`config.mk`:
```
export PLATFORM = sky130hd
export DESIGN_NAME = sram_arbiter
export DESIGN_NICKNAME = d
export VERILOG_FILES = /design/src/rtl/sram_arbiter.sv
export SDC_FILE = /design/constraint.sdc
export NUM_CORES = 1
export LEC_CHECK = 0
export ABC_AREA = 0
export CAP_MARGIN = 20
export CORE_ASPECT_RATIO = 0.8
export CORE_MARGIN = 2
export CORE_UTILIZATION = 57
export DETAILED_ROUTE_END_ITERATION = 6
export DONT_BUFFER_PORTS = 1
export PLACE_DENSITY_LB_ADDON = 0.15
export SLEW_MARGIN = 40
export SYNTH_ARGS = -nofsm -noshare
export SYNTH_HDL_FRONTEND = slang
export SYNTH_SLANG_ARGS = --single-unit
export TNS_END_PERCENT = 1
```
`constraint.sdc`:
```
create_clock -name clk -period 1.8 [get_ports clk]
set_clock_uncertainty 0.15 [all_clocks]
set_input_delay 0.27 -clock clk [delete_from_list [all_inputs] [get_ports clk]]
set_output_delay 0.27 -clock clk [all_outputs]
set_load 0.01 [all_outputs]
```
`src/rtl/sram_arbiter.sv`:
```
// Two-port SRAM-channel arbiter: fetch (read-only) and data (read/write) share one bridge channel.
// One transaction in flight; request fields are registered and held until the bridge responds.
module sram_arbiter #(
  parameter int ADDR_W     = 32,
  parameter int DATA_W     = 32,
  parameter bit DATA_FIRST = 1'b1,
  localparam int SEL_W     = DATA_W / 8
) (
  input  logic              clk,
  input  logic              rst,
  input  logic              inst_en,
  input  logic [ADDR_W-1:0] inst_addr,
  output logic              inst_done,
  output logic [DATA_W-1:0] inst_read_data,
  input  logic              data_en,
  input  logic [SEL_W-1:0]  data_write_en,
  input  logic [ADDR_W-1:0] data_addr,
  input  logic [DATA_W-1:0] data_write_data,
  output logic              data_done,
  output logic [DATA_W-1:0] data_read_data,
  output logic              mem_en,
  input  logic              mem_ready,
  output logic [SEL_W-1:0]  mem_write_en,
  output logic [ADDR_W-1:0] mem_addr,
  output logic [DATA_W-1:0] mem_write_data,
  input  logic [DATA_W-1:0] mem_read_data
);

  // state | meaning
  // IDLE  | waiting for a request; winner is chosen and latched here
  // ISSUE | mem_en high until the bridge accepts
  // WAIT  | bridge busy; fields held, read data captured when mem_ready returns
  // RESP  | one-cycle done pulse to the granted port
  typedef enum logic [1:0] {IDLE, ISSUE, WAIT, RESP} state_t;

  state_t state, state_nxt;
  logic   grant_data;
  logic   pick_data;
  logic   is_read;

  // grant_data doubles as the last-grant record for round-robin ties
  assign pick_data = data_en & (~inst_en | DATA_FIRST | ~grant_data);
  assign is_read   = (mem_write_en == '0);

  always_comb begin
    state_nxt = state;
    case (state)
      IDLE:    if (inst_en | data_en) state_nxt = ISSUE;
      ISSUE:   if (mem_ready) state_nxt = WAIT;
      WAIT:    if (mem_ready) state_nxt = RESP;
      RESP:    state_nxt = IDLE;
      default: state_nxt = IDLE;
    endcase
  end

  always_ff @(posedge clk) begin
    if (!rst) begin
      state          <= IDLE;
      grant_data     <= 1'b0;
      mem_write_en   <= '0;
      mem_addr       <= '0;
      mem_write_data <= '0;
      inst_read_data <= '0;
      data_read_data <= '0;
    end else begin
      state <= state_nxt;
      if (state == IDLE && (inst_en | data_en)) begin
        grant_data     <= pick_data;
        mem_addr       <= pick_data ? data_addr : inst_addr;
        mem_write_en   <= pick_data ? data_write_en : '0;
        mem_write_data <= pick_data ? data_write_data : '0;
      end
      if (state == WAIT && mem_ready && is_read) begin
        if (grant_data) data_read_data <= mem_read_data;
        else            inst_read_data <= mem_read_data;
      end
    end
  end

  assign mem_en    = (state == ISSUE);
  assign inst_done = (state == RESP) & ~grant_data;
  assign data_done = (state == RESP) & grant_data;

endmodule

```
==> impl_metrics.csv, run 1 <==
group,metric,value,unit
status,status,"aborted with a tool error",
status,stop_stage,"4_1_cts",
status,stop_error,"[ERROR RSZ-0060] Max buffer count reached.",
placed_design,place_hpwl,8.74,mm
synth,netlist_area,0.00548,mm²
cts,htree_num_levels,4,
cts,cts.sinks,135,
floorplan,ios,272,
cts,clock_path_buffers,2,
synth,syn_nets,716,
cts,cts_root_buffer,"clkbuf_16",
floorplan,fp.dieW,114,µm
synth,synthCells,574,
synth,syn_area_per_cell,9.55,µm²
cts,cts_made_buffers,17,
placed_design,placement.io_buffers,0,
floorplan,placementRows,31,
synth,ys_warn_count,0,
floorplan,start_util,59.6,%
synth,ys_seq_area_share,49.3,%
cts,hold_buffers,139,
synth,synth.distinct_cells,22,
cts,post-cts-setup-buffer-count,2,
placed_design,place_area,0.00556,mm²
synth,synth_seq_cells,135,
floorplan,die_y,91.7,µm
cts,post_cts_resized,2,
placed_design,gp_congestion,0.771,
==> metrics by stage <==
step	worst slack [ns]	setup TNS (ns)	utilization [%]	cells
2_1_floorplan	0.0105	0	-	574
3_3_place_gp	0.0409	0	60.4	655
3_5_place_dp	-0.0164	-0.0272	60.4	655
==> synthesized netlist by cell type <==
library cell	count	area [µm²]
a21boi_0	37	278
dfxtp_1	135	2700
buf_2	4	20.0
inv_1	2	7.51
nor2b_1	1	6.26
or4_4	1	11.3
and2_1	1	6.26
mux2i_1	98	981
nor3_4	1	16.3
nor2_2	1	6.26
ha_1	5	62.6
clkbuf_1	35	131
buf_6	6	67.6
o21ai_1	1	5.00
o21a_1	1	7.51
nand3_1	37	185
nor2_1	2	7.51
buf_1	2	7.51
a2bb2oi_1	1	8.76
nand2_1	170	638
o211a_1	32	320
o21ai_0	1	5.00
==> cells by family after synthesis <==
family | count (synthesis) | synth area share [%]
simple gates | 214 | 16.0
flops | 135 | 49.3
mux | 98 | 17.9
compound gates | 73 | 11.4
buf+inv | 49 | 4.27
fa+ha+maj | 5 | 1.14
==> run 2: changes to the inputs <==
- CORE_ASPECT_RATIO: 0.8 -> not set
- CORE_UTILIZATION: 57 -> 40
- clock period: 1.8 -> 2.3 ns (I/O delays scaled with it)
==> impl_metrics.csv, run 2 <==
group,metric,value,unit
sta,period_needed,2.18,ns
layout,area_growth,35.3,%
global_routing,grt_use_met2,35.0,%
floorplan,fp.dieW,121,µm
synth,ys_top_cells_by_area,"dfxtp_1 (49%), mux2i_1 (18%), nand2_1 (12%)",
drt,wl,14.8,mm
synth,synth_top_area_share,49.3,%
placed_design,place_ws,0.374,ns
layout,final_layout_size_suffix_gt1_share,6.73,%
synth,synth_common_cells,"nand2_1 (170), dfxtp_1 (135), mux2i_1 (98)",
sta,slew_violations,0,
drt,route.detailed.wl_per_inst,17.2,µm
cts,cts_tree,"yes",
synth,syn_area_per_cell,9.55,µm²
drt,drc_errors,0,
synth,ys_async_sr_fraction,0,%
setup_path,start_kind,"flop",
synth,synth_seq_cells,135,
power,power.density,1070,mW/mm²
synth,synth.distinct_cells,22,
synth,synth_ff_type,"dfxtp_1",
sta,period_share,94.8,%
setup_path,timing.reg2reg.setup_slack,0.12,ns
synth,netlist_area,0.00548,mm²
layout,final_area,0.00741,mm²
cts,clk_pin_slew_worst_paths,0.06,ns
setup_path,crit_type,"reg -> reg",
global_routing,use_met1,20.5,%
setup_path,critPathCaptureType,"flop",
power,leakagePower,3.14,nW
synth,synth_top_cell_by_area,"dfxtp_1",
layout,finalNetCount,812,
global_routing,grt_use_total,19.9,%
placed_design,place_hpwl,8.87,mm
cts,cts.sinks,135,
synth,syn_nets,716,
floorplan,die_y,121,µm
global_routing,busiest_layer,"met2",
layout,num-fill-cells,1156,
layout,final_common_cell,"nand2_1",
layout,antenna_cells,0,
global_routing,grt_first_pass_wirelength,22.8,mm
global_routing,grt_overflow_total,0,
setup_path,path_max_fanout,32,
cts,clock_latency,0.41,ns
setup_path,cp.arrival,2.32,ns
floorplan,ios,272,
synth,yosysMostFrequentCell,"nand2_1",
floorplan,core,0.0133,mm²
drt,ant_nets,0,
floorplan,placementRows,42,
sta,fmax,0.459,GHz
power,vdd_drop_max,501,µV
global_routing,grt_pass1_vias,4608,
sta,layout_setup_ws,0.120,ns
synth,synth_edf_count,0,
placed_design,gp_congestion,0.749,
drt,dr.pass1.iters,4,
synth,synthCells,574,
layout,final_util,55.8,%
drt,detail_route.vias_per_cell,5.19,
sta,tightest_slew,0.371,ns
cts,cts_root_buffer,"clkbuf_16",
sta,holdWs,0.0757,ns
placed_design,place_area,0.00557,mm²
run,drv_cap,0,
cts,htree_num_levels,4,
placed_design,placement.io_buffers,0,
layout,layout_common_cells,"nand2_1 (170), dfxtp_1 (135), dlygate4sd3_1 (116)",
global_routing,use_met3,7.14,%
cts,cts_made_buffers,17,
floorplan,start_util,41.2,%
global_routing,grt_max_degree,94,
status,status,"completed",
sta,finalSetupViolations,0,
sta,slew_headroom,75.3,%
drt,num_vias,4461,
sta,hold_viol_final,0,
synth,ys_warn_count,0,
setup_path,required,2.44,ns
synth,ys_seq_area_share,49.3,%
global_routing,antenna_found_initial,0,
power,p_total,7.90,mW
cts,clock_path_buffers,2,
sta,rsz0062_at_grt,"true",
floorplan,die-area,0.0147,mm²
cts,post-cts-setup-buffer-count,0,
min_path,hold_path.class,"in -> reg",
drt,drt_iter0_drc,180,
-- run 2: worst paths after layout --
kind | start | endpoint | cells past startpoint
max | state[0]$_SDFFE_PN0P_ | mem_addr[2]$_SDFFE_PN0P_ | 7
min | inst_addr[24] | mem_addr[24]$_SDFFE_PN0P_ | 3
max reg2reg | state[0]$_SDFFE_PN0P_ | mem_addr[2]$_SDFFE_PN0P_ | 7
min reg2reg | data_read_data[11]$_SDFFE_PN0P_ | data_read_data[11]$_SDFFE_PN0P_ | 2
-- run 2: what timing repair did --
action / 4_1_cts / 5_1_grt
resized for setup: 0 / 4
hold endpoints to repair: 135 / 0
hold buffers: 117 / 0
setup endpoints to repair: 0 / 67
-- run 2: layout make-up --
type / instances / area [µm²] / share of cell area, %
inverters: 2 / 7.51 / 0.101
clock buffers: 21 / 470 / 6.34
multi-input cells: 390 / 2560 / 34.6
clock inverters: 11 / 146 / 1.97
flip-flops and latches: 135 / 2700 / 36.4
repair buffers: 124 / 1300 / 17.6
well taps: 176 / 220 / 2.97
-- run 2: worst max-delay path, stage by stage, from the launching register on --
cell           delay (ns)
dfxtp_1              0.34
inv_1                0.12
ha_2                 0.26
o21a_2               0.23
buf_12               0.19
nand2_1              0.07
o211a_1              0.13
dlygate4sd3_1        0.57
-- run 2: cell families after synthesis --
group,Yosys count,share of synthesized area (%)
DFF,135,49.3
AOI/OAI and AO/OA,73,11.4
adders and majority gates,5,1.14
buffers and inverters,49,4.27
muxes,98,17.9
and+or+nand+nor,214,16.0
-- run 2: per-layer routing --
| layer | part of all wire (%) | vias to the layer above | wire, µm |
|---|---|---|---|
| li1 | - | 2145 | - |
| met1 | 37 | 2087 | 5520 |
| met2 | 51 | 193 | 7480 |
| met3 | 8.9 | 36 | 1320 |
| met4 | 3.2 | 0 | 471 |
| met5 | 0 | - | 0 |
-- run 2: through the flow --
stage                     std cells  TNS (ns)
after CTS                       858         0
after floorplan                 574         0
final                           859         0
after global routing            859    -0.327
after detailed placement        709         0
after global placement          709         0
-- run 2: where the power goes --
| part | switching [mW] | internal [mW] |
|---|---|---|
| sequential | 0.450 | 2.71 |
| combinational | 0.922 | 1.02 |
| clock | 1.00 | 1.79 |
Power figures use the tool's default switching activity.
